--- src/rtl/vram_arb_pkg.sv ---
// vram_arb_pkg: shared widths, latencies, CPU sequencer states and byte-merge helper for the VRAM arbiter
package vram_arb_pkg;
  localparam int AW = 14;
  localparam int DW = 16;
  localparam int VID_LAT = 3;
  localparam int CPU_RD_LAT = 3;
  localparam int CPU_WR_LAT = 2;
  typedef enum logic [2:0] {IDLE, ISSUE, WAIT, ACK, HOLD} cpu_state_t;
  function automatic logic [DW-1:0] merge_bytes(input logic [DW-1:0] base, input logic [DW-1:0] upd, input logic [1:0] be);
    return {be[1] ? upd[15:8] : base[15:8], be[0] ? upd[7:0] : base[7:0]};
  endfunction
endpackage

--- src/rtl/vram_arbiter_if.sv ---
// vram_arbiter_if: raster, CPU and VRAM-macro signals of the arbiter; slave = arbiter side, master = surroundings
interface vram_arbiter_if;
  import vram_arb_pkg::*;
  logic vid_req;
  logic [AW-1:0] vid_addr;
  logic [DW-1:0] vid_data;
  logic vid_valid;
  logic cpu_stb;
  logic cpu_we;
  logic [1:0] cpu_wtbt;
  logic [AW-1:0] cpu_addr;
  logic [DW-1:0] cpu_din;
  logic [DW-1:0] cpu_dout;
  logic cpu_ack;
  logic [AW-1:0] mem_addr;
  logic [DW-1:0] mem_din;
  logic mem_we;
  logic [1:0] mem_be;
  logic [DW-1:0] mem_dout;
  modport slave (
    input vid_req, vid_addr, cpu_stb, cpu_we, cpu_wtbt, cpu_addr, cpu_din, mem_dout,
    output vid_data, vid_valid, cpu_dout, cpu_ack, mem_addr, mem_din, mem_we, mem_be
  );
  modport master (
    output vid_req, vid_addr, cpu_stb, cpu_we, cpu_wtbt, cpu_addr, cpu_din, mem_dout,
    input vid_data, vid_valid, cpu_dout, cpu_ack, mem_addr, mem_din, mem_we, mem_be
  );
endinterface

--- src/rtl/vram_wr_buf.sv ---
// vram_wr_buf: one-entry posted CPU write, drain bookkeeping and byte-merge forwarding into video reads
module vram_wr_buf
  import vram_arb_pkg::*;
(
  input  logic          clk_sys,
  input  logic          reset_n,
  input  logic          load_i,
  input  logic [AW-1:0] addr_i,
  input  logic [DW-1:0] data_i,
  input  logic [1:0]    be_i,
  input  logic          drain_i,
  input  logic          vid_req_i,
  input  logic [AW-1:0] vid_addr_i,
  input  logic [DW-1:0] rdata_i,
  output logic          vld_o,
  output logic [AW-1:0] addr_o,
  output logic [DW-1:0] data_o,
  output logic [1:0]    be_o,
  output logic [DW-1:0] fwd_data_o
);
  logic vld_q;
  logic [AW-1:0] addr_q;
  logic [DW-1:0] data_q, f1_data_q, f2_data_q;
  logic [1:0] be_q, f1_be_q, f2_be_q;
  // entry holds until drained; a video hit carries the entry along the 2-cycle RAM read latency
  always_ff @(posedge clk_sys) begin
    if (!reset_n) begin
      vld_q <= 1'b0;
      addr_q <= '0;
      data_q <= '0;
      be_q <= '0;
      f1_data_q <= '0;
      f1_be_q <= '0;
      f2_data_q <= '0;
      f2_be_q <= '0;
    end else begin
      vld_q <= load_i || (vld_q && !drain_i);
      if (load_i) begin
        addr_q <= addr_i;
        data_q <= data_i;
        be_q <= be_i;
      end
      f1_be_q <= (vid_req_i && vld_q && vid_addr_i == addr_q) ? be_q : 2'b00;
      f1_data_q <= data_q;
      f2_be_q <= f1_be_q;
      f2_data_q <= f1_data_q;
    end
  end
  assign vld_o = vld_q;
  assign addr_o = addr_q;
  assign data_o = data_q;
  assign be_o = be_q;
  assign fwd_data_o = merge_bytes(rdata_i, f2_data_q, f2_be_q);
endmodule

--- src/rtl/vram_arbiter.sv ---
// vram_arbiter: VRAM slot arbiter, raster fetch has absolute priority, CPU stb/ack sequenced into free slots; VRAM_ARB_POSTED_WR_EN adds a posted write buffer
module vram_arbiter
  import vram_arb_pkg::*;
(
  input logic clk_sys,
  input logic reset_n,
  vram_arbiter_if.slave bus
);
  cpu_state_t state_q;
  logic we_q, ack_q;
  logic [VID_LAT-1:0] vid_pipe_q;
  logic [DW-1:0] vid_data_q, cpu_dout_q, mem_din_q, mem_din_d;
  logic [AW-1:0] mem_addr_q, mem_addr_d;
  logic mem_we_q, mem_we_d;
  logic [1:0] mem_be_q, mem_be_d;
  logic idle_stb, rd_go, wr_go, cmd_go, drain, buf_vld;
  logic [AW-1:0] buf_addr;
  logic [DW-1:0] buf_data, vid_rdata;
  logic [1:0] buf_be;
`ifdef VRAM_ARB_POSTED_WR_EN
  localparam bit POSTED = 1'b1;
  vram_wr_buf u_wr_buf (
    .clk_sys    (clk_sys),
    .reset_n    (reset_n),
    .load_i     (wr_go && bus.cpu_wtbt != 2'b00),
    .addr_i     (bus.cpu_addr),
    .data_i     (bus.cpu_din),
    .be_i       (bus.cpu_wtbt),
    .drain_i    (drain),
    .vid_req_i  (bus.vid_req),
    .vid_addr_i (bus.vid_addr),
    .rdata_i    (bus.mem_dout),
    .vld_o      (buf_vld),
    .addr_o     (buf_addr),
    .data_o     (buf_data),
    .be_o       (buf_be),
    .fwd_data_o (vid_rdata)
  );
`else
  localparam bit POSTED = 1'b0;
  assign buf_vld = 1'b0;
  assign buf_addr = '0;
  assign buf_data = '0;
  assign buf_be = '0;
  assign vid_rdata = bus.mem_dout;
`endif
  // a full buffer blocks new CPU accesses so it always drains before the next read or write
  assign idle_stb = (state_q == IDLE) && bus.cpu_stb;
  assign rd_go = idle_stb && !bus.cpu_we && !bus.vid_req && !buf_vld;
  assign wr_go = idle_stb && bus.cpu_we && !buf_vld && (POSTED || !bus.vid_req);
  assign cmd_go = rd_go || (wr_go && !POSTED);
  assign drain = buf_vld && !bus.vid_req;
  // slot owner: video, then buffer drain, then a CPU command; idle slots keep address and data
  always_comb begin
    mem_addr_d = bus.vid_req ? bus.vid_addr : drain ? buf_addr : cmd_go ? bus.cpu_addr : mem_addr_q;
    mem_din_d = drain ? buf_data : cmd_go ? bus.cpu_din : mem_din_q;
    mem_we_d = drain || (cmd_go && bus.cpu_we && bus.cpu_wtbt != 2'b00);
    mem_be_d = bus.vid_req ? 2'b11 : drain ? buf_be : cmd_go ? (bus.cpu_we ? bus.cpu_wtbt : 2'b11) : mem_be_q;
  end
  // CPU sequencer: one access per stb, ack pulse registered, then wait for stb to drop
  always_ff @(posedge clk_sys) begin
    if (!reset_n) begin
      state_q <= IDLE;
      we_q <= 1'b0;
      ack_q <= 1'b0;
      cpu_dout_q <= '0;
    end else begin
      ack_q <= (state_q == WAIT) || (state_q == ISSUE && we_q);
      case (state_q)
        IDLE: if (rd_go || wr_go) begin
          state_q <= ISSUE;
          we_q <= bus.cpu_we;
        end
        ISSUE: state_q <= we_q ? ACK : WAIT;
        WAIT: begin
          state_q <= ACK;
          cpu_dout_q <= bus.mem_dout;
        end
        ACK: state_q <= HOLD;
        HOLD: if (!bus.cpu_stb) state_q <= IDLE;
        default: state_q <= IDLE;
      endcase
    end
  end
  // registered RAM command and fixed-latency video return
  always_ff @(posedge clk_sys) begin
    if (!reset_n) begin
      mem_addr_q <= '0;
      mem_din_q <= '0;
      mem_we_q <= 1'b0;
      mem_be_q <= '0;
      vid_pipe_q <= '0;
      vid_data_q <= '0;
    end else begin
      mem_addr_q <= mem_addr_d;
      mem_din_q <= mem_din_d;
      mem_we_q <= mem_we_d;
      mem_be_q <= mem_be_d;
      vid_pipe_q <= {vid_pipe_q[VID_LAT-2:0], bus.vid_req};
      if (vid_pipe_q[VID_LAT-2]) vid_data_q <= vid_rdata;
    end
  end
  assign bus.mem_addr = mem_addr_q;
  assign bus.mem_din = mem_din_q;
  assign bus.mem_we = mem_we_q;
  assign bus.mem_be = mem_be_q;
  assign bus.vid_valid = vid_pipe_q[VID_LAT-1];
  assign bus.vid_data = vid_data_q;
  assign bus.cpu_ack = ack_q;
  assign bus.cpu_dout = cpu_dout_q;
endmodule

--- src/flat_wrapper.sv ---
// flat-port wrapper written by rule: the top's interface ports become plain ports
module vram_arbiter_flat import vram_arb_pkg::*;
  (clk_sys, reset_n, bus_vid_req, bus_vid_addr, bus_cpu_stb, bus_cpu_we, bus_cpu_wtbt, bus_cpu_addr, bus_cpu_din, bus_mem_dout, bus_vid_data, bus_vid_valid, bus_cpu_dout, bus_cpu_ack, bus_mem_addr, bus_mem_din, bus_mem_we, bus_mem_be);
  vram_arbiter_if bus_i ();
  input logic clk_sys;
  input logic reset_n;
  input wire logic [$bits(bus_i.vid_req)-1:0] bus_vid_req;
  input wire logic [$bits(bus_i.vid_addr)-1:0] bus_vid_addr;
  input wire logic [$bits(bus_i.cpu_stb)-1:0] bus_cpu_stb;
  input wire logic [$bits(bus_i.cpu_we)-1:0] bus_cpu_we;
  input wire logic [$bits(bus_i.cpu_wtbt)-1:0] bus_cpu_wtbt;
  input wire logic [$bits(bus_i.cpu_addr)-1:0] bus_cpu_addr;
  input wire logic [$bits(bus_i.cpu_din)-1:0] bus_cpu_din;
  input wire logic [$bits(bus_i.mem_dout)-1:0] bus_mem_dout;
  output wire logic [$bits(bus_i.vid_data)-1:0] bus_vid_data;
  output wire logic [$bits(bus_i.vid_valid)-1:0] bus_vid_valid;
  output wire logic [$bits(bus_i.cpu_dout)-1:0] bus_cpu_dout;
  output wire logic [$bits(bus_i.cpu_ack)-1:0] bus_cpu_ack;
  output wire logic [$bits(bus_i.mem_addr)-1:0] bus_mem_addr;
  output wire logic [$bits(bus_i.mem_din)-1:0] bus_mem_din;
  output wire logic [$bits(bus_i.mem_we)-1:0] bus_mem_we;
  output wire logic [$bits(bus_i.mem_be)-1:0] bus_mem_be;
  assign bus_i.vid_req = bus_vid_req;
  assign bus_i.vid_addr = bus_vid_addr;
  assign bus_i.cpu_stb = bus_cpu_stb;
  assign bus_i.cpu_we = bus_cpu_we;
  assign bus_i.cpu_wtbt = bus_cpu_wtbt;
  assign bus_i.cpu_addr = bus_cpu_addr;
  assign bus_i.cpu_din = bus_cpu_din;
  assign bus_i.mem_dout = bus_mem_dout;
  assign bus_vid_data = bus_i.vid_data;
  assign bus_vid_valid = bus_i.vid_valid;
  assign bus_cpu_dout = bus_i.cpu_dout;
  assign bus_cpu_ack = bus_i.cpu_ack;
  assign bus_mem_addr = bus_i.mem_addr;
  assign bus_mem_din = bus_i.mem_din;
  assign bus_mem_we = bus_i.mem_we;
  assign bus_mem_be = bus_i.mem_be;
  vram_arbiter u_core (.clk_sys(clk_sys), .reset_n(reset_n), .bus(bus_i));
endmodule
--- config.mk ---
export PLATFORM = sky130hd
export DESIGN_NAME = vram_arbiter_flat
export DESIGN_NICKNAME = d
export VERILOG_FILES = /design/src/rtl/vram_arb_pkg.sv /design/src/rtl/vram_arbiter_if.sv /design/src/rtl/vram_wr_buf.sv /design/src/rtl/vram_arbiter.sv /design/src/flat_wrapper.sv
export SDC_FILE = /design/constraint.sdc
export NUM_CORES = 1
export LEC_CHECK = 0
export ABC_CLOCK_PERIOD_IN_PS = 1600
export BUFFER_PORTS_ARGS = -buffer_cell sky130_fd_sc_hd__buf_4
export CAP_MARGIN = 40
export CORE_ASPECT_RATIO = 1.5
export CORE_MARGIN = 2
export CORE_UTILIZATION = 45
export DETAILED_ROUTE_END_ITERATION = 8
export PLACE_DENSITY = 0.89
export SLEW_MARGIN = 10
export SYNTH_ARGS = -nofsm -noshare
export SYNTH_HDL_FRONTEND = slang
export SYNTH_HIERARCHICAL = 1
export SYNTH_SLANG_ARGS = --single-unit
--- constraint.sdc ---
create_clock -name clk_sys -period 1.6 [get_ports clk_sys]
set_clock_uncertainty 0.05 [all_clocks]
set_input_delay 0.16 -clock clk_sys [delete_from_list [all_inputs] [get_ports clk_sys]]
set_output_delay 0.16 -clock clk_sys [all_outputs]
set_load 0.05 [all_outputs]
# Word-level counts from Yosys, hierarchy flattened
# Index checks and enable logic that the tools add are counted.
totals:
  word_cells: 42
  out_inout_bits: 67
  latch_bits: 0
  romBits: 0
  n_memories: 0
  input_bits: 67
  register_bits: 73
  mem_bits_rw: 0
op_classes:
  div: 0
  reduce_logical: 17
  n_eq_ne: 6
  bitwise: 0
  n_mul: 0
  n_mux: 9
  n_lt_le_gt_ge: 0
  shift: 0
  add_sub_neg: 0
ops:
  columns: ["operator", "count"]
  rows:
  - ["$mux W14", 2]
  - ["$pmux W3 S5", 1]
  - ["$logic_and A1 B1 Y1", 8]
  - ["$eq A3 B2 Y1 const B", 2]
  - ["$mux W2", 3]
  - ["$mux W3", 2]
  - ["$reduce_and A2 Y1", 2]
  - ["$reduce_bool A2 Y1", 2]
  - ["$eq A3 B1 Y1 const B", 1]
  - ["$eq A3 B3 Y1 const B", 1]
  - ["$logic_not A3 Y1", 1]
  - ["$logic_not A1 Y1", 2]
  - ["$logic_or A1 B1 Y1", 2]
  - ["$ne A2 B1 Y1 const B", 1]
  - ["$ne A2 B2 Y1 const B", 1]
  - ["$mux W1", 1]

# Depth between registers and ports, before layout
depth:
  depth_word: 7
  ltp_mapped: 6
  ltp_nobuf: 3

# Least setup slack after synthesis
# OpenSTA, ideal clock, no wires.
synth_path:
  path_kind: "register to register"
  startpoint: "register u_core.state_q[0]"
  endpoint: "register u_core.mem_addr_q[10] (netlist: u_core/bus.mem_addr[10])"
  setup_slack_ns: 0.098
  arrival_time_ns: 1.330
  n_path_buf: 2
  required_time_ns: 1.428
  synth_period_minus_slack_ns: 1.502
  stages_incl_launch_ff: 6
  setup_time_ns: 0.122
  path_cell_list: "dfxtp_1 > buf_6 > nor4b_4 > nor3_2 > buf_2 > a221o_1"
synth_between:
  elab_chain_len: 6
  word_cells_on_any_way: 8
  classes_between: "8 x reduce/logical"
synth_lines:
  columns: ["item", "line_no", "rtl"]
  rows:
  - ["from (decl)", "vram_arbiter.sv:9", "cpu_state_t state_q;"]
  - ["from (signal assigned)", "vram_arbiter.sv:74", "ISSUE: state_q <= we_q ? ACK : WAIT;"]
  - ["$logic_not A3 Y1 *", "vram_arbiter.sv:48", "assign idle_stb = (state_q == IDLE) && bus.cpu_stb;"]
  - ["$logic_and A1 B1 Y1 *", "vram_arbiter.sv:48", null]
  - ["$logic_and A1 B1 Y1 (on tied branches) (2 in series)", "vram_arbiter.sv:49, vram_arbiter.sv:50", null]
  - ["$logic_or A1 B1 Y1 *", "vram_arbiter.sv:51", "assign cmd_go = rd_go || (wr_go && !POSTED);"]
  - ["$reduce_bool A2 Y1 (no line) *", null, null]
  - ["to (signal assigned)", "vram_arbiter.sv:95", "mem_addr_q <= mem_addr_d;"]
  - ["to (decl)", "vram_arbiter.sv:13", "logic [AW-1:0] mem_addr_q, mem_addr_d;"]
# Mark *: on every way between the ends. The rest lies on a longest branch, timed or not.
# A chain may end at the register's enable or synchronous reset.

# Worst setup path after layout
layout_path:
  startpoint: "register u_core.state_q[2]"
  endpoint: "register u_core.mem_addr_q[4] (netlist: u_core/bus.mem_addr[4])"
# Same word-level chain as after synthesis.

==> out/qor.yml <==
sta:
  hold_viol_final: 0
  setup_viol: 0
  max_freq_mhz: 652.6
  worstMarginPinSlew_ps: 807.6
  slew_violations: 0
  tns_ps: 0
  period_needed_ps: 1532
  relSlewSlack_pct: 46.05
  min_period_over_period_pct: 95.77
cells_and_area:
  nFillCells: 446
  areaGrowthSynthToFinish_pct: 50.37
  diodes: 0
  final_cell_mix: "buf_4, dfxtp_1, nand2_1, mux2i_1, a21oi_1"
  final_nets: 494
  layout-drive-gt1-share_pct: 37.73
  final_common_cell: "buf_4"
  design_area_sq_um: 4116
detailed_routing:
  wirelength_mm: 7.171
  drc_errors: 0
  firstDrtPassIters: 4
  drt_iter0_markers: 101
  ant_nets: 0
  post_drt_via_cell_ratio: 5.067
  vias: 2554
  wl_per_cell_um: 14.23
placed_design:
  hpwl_mm: 5.248
  io_buffers: 133
  gp_congestion: 0.7780
  dpl-instance-area_sq_um: 3785
floorplanning:
  dieWidth_um: 67.69
  design.die.area_sq_um: 6736
  die_h_um: 99.53
  rows: 34
  start_util_pct: 46.97
  core_sq_um: 5828
  ios: 134
global_route:
  grt_max_degree: 36
  overflow: 0
  antenna_found_initial: 0
  grt_pass1_wl_mm: 11.24
  grt_pass1_vias: 2545
  grt_usage_pct: 21.83
critical_path:
  cp_max_fo: 14
  path_class: "reg2reg"
  crit_arrival_ps: 1700
  end_kind: "flop"
  worst_ep_required_time_ps: 1760
  crit_path_top_delay_cell: "nor4b_4"
  path_cells: "nor4b_4, buf_4, nor3_4, a221o_1"
  path_delay_family: "simple AND/OR/NAND/NOR gates"
  crit_path_start_kind: "flop"
  cp_num_buf_inv: 1
  cpPeakStageDelay_ps: 400
synthesis:
  syn_area_per_cell_sq_um: 9.708
  syn_area_sq_um: 2738
  ys_seq_elements: 73
  yosys_warnings: 6
  yosysSeqAreaShare_pct: 53.38
  synthFlopType: "dfxtp_1"
  synth_edf_count: 0
  async_reset_ff_share_pct: 0
  yosysUniqueCellTypes: 29
  syn_inst: 282
  syn_nets: 349
power:
  p_leak_nw: 1.894
  switching_share_pct: 29.65
  clockPowerShare_pct: 31.8
  p_sw_w: 0.001267
  p_int_w: 0.003006
  combPwrFrac_pct: 21.8
  irDropWorstVdd_v: 0.0006258
  p_per_area_nw_per_um2: 1038
  pwr-share-seq_pct: 46.4
clock_network:
  cts_num_sinks: 73
  cts_tree: "built"
  h-tree-depth: 3
  clk_latency_ps: 330
  clock_path_buffers: 2
  path_clk_slew_ps: 70
  root_buffer: "clkbuf_8"
  cts_buffers: 9
min_path:
  min_path_type: "in2reg"
flow_run:
  maxCapViolCount: 0
outcome:
  status: "complete, no violations"
## power groups by stage
| stage | registers (W) | clock network [W] | logic (W) |
|---|---|---|---|
| 6_report | 0.00198 | 0.00136 | 0.000930 |
| 5_1_grt | 0.00199 | 0.00146 | 0.000984 |
| 4_1_cts | 0.00198 | 0.00139 | 0.000925 |
| 3_5_place_dp | 0.00202 | 0 | 0.000896 |
| 3_3_place_gp | 0.00202 | 0 | 0.000879 |
| 2_1_floorplan | 0.00233 | 0 | 0.000247 |
## flip-flops by register name, summed over array words and instances (netlist names)
name                 flops
u_core/we_q              1
u_core/bus.cpu_ack       1
u_core/state_q           3
u_core/bus.vid_data     16
u_core/bus.mem_addr     14
u_core/bus.cpu_dout     16
u_core/bus.mem_be        2
u_core/bus.mem_we        1
u_core/vid_pipe_q        3
u_core/bus.mem_din      16
## repair_timing
item	4_1_cts	5_1_grt
endpoints found under the setup margin	12	22
hold buffers	12	0
pin swaps	1	1
endpoints found under the hold margin	13	0
resized for setup	2	1
setup buffers	0	2
cloned	0	0
## worst paths after layout
check | cells after the start | startpoint | slack, ps | end
setup reg to reg | 4 | u_core/state_q[2] | 70 | u_core/bus.mem_addr[4]
setup / recovery | 4 | u_core/state_q[2] | 70 | u_core/bus.mem_addr[4]
hold reg to reg | 1 | u_core/vid_pipe_q[0] | 400 | u_core/vid_pipe_q[1]
hold / removal | 3 | bus_cpu_din[8] | 30 | u_core/bus.mem_din[8]
## through the flow
stage / setup slack, ps / hold slack (ps) / cells / power [W] / util (%)
finish: 67.76 / 26.54 / 504 / 0.004273 / 70.63
global route: -9.315 / 15.61 / 504 / 0.004439 / 70.63
CTS: 7.047 / 4.143 / 502 / 0.004298 / 70.35
detailed placement: -29.17 / 334.3 / 474 / 0.002917 / 64.94
global placement: 33.96 / 328.8 / 474 / 0.002895 / 64.94
floorplan: 98.10 / 223.6 / 282 / 0.002574 / -
## final cells by class
cell class | count | area, sq um | area share (%)
Multi-Input combinational cell | 186 | 1165 | 28.30
Clock inverter | 5 | 56.30 | 1.368
Sequential cell | 73 | 1464 | 35.56
Timing Repair Buffer | 154 | 1199 | 29.12
Tap cell | 72 | 90.09 | 2.188
Clock buffer | 11 | 131.4 | 3.191
Inverter | 3 | 11.26 | 0.2736
## worst min-delay path, delay by kind of cell
| kind | cells | cell delay (ps) |
|---|---|---|
| buffers and inverters | 1 | 110 |
| muxes | 1 | 50 |
| and+or+nand+nor | 1 | 40 |
## cell families after synthesis
family                 Yosys count  synth area share, %
buffers and inverters           23                4.296
AO/OA/AOI/OAI                   39                10.24
AND/OR/NAND/NOR                114                20.02
flip-flops                      73                53.38
multiplexers                    33                12.07
## cells in the mapped netlist (2+ instances only)
cell type  instances  share of area, %
a311oi_1           2              0.64
a32o_1             2              0.73
nor3b_2            2              0.91
and3_1            12               2.7
clkbuf_1           9               1.2
a221o_1           12               4.4
nand3b_1           2              0.55
nor2_1            17               2.3
inv_1              2              0.27
buf_6              2              0.82
mux2i_1           33                12
nor2b_1            2              0.46
a21oi_1           20               3.7
buf_4              2              0.55
nand2b_1           3              0.69
a21o_1             2              0.55
buf_2              6               1.1
nor3_1             2              0.37
and2_1             3              0.69
dfxtp_1           73                53
nand2_1           66               9.0
## routing by layer
metal / wire [um] / up-vias / global-route usage, %
met5: 0 / - / 0
met4: 89 / 0 / 8.791
met3: 674 / 9 / 7.014
met2: 3655 / 108 / 38.46
met1: 2752 / 1184 / 23.25
li1: - / 1253 / -
Power figures use the tool's default switching activity.
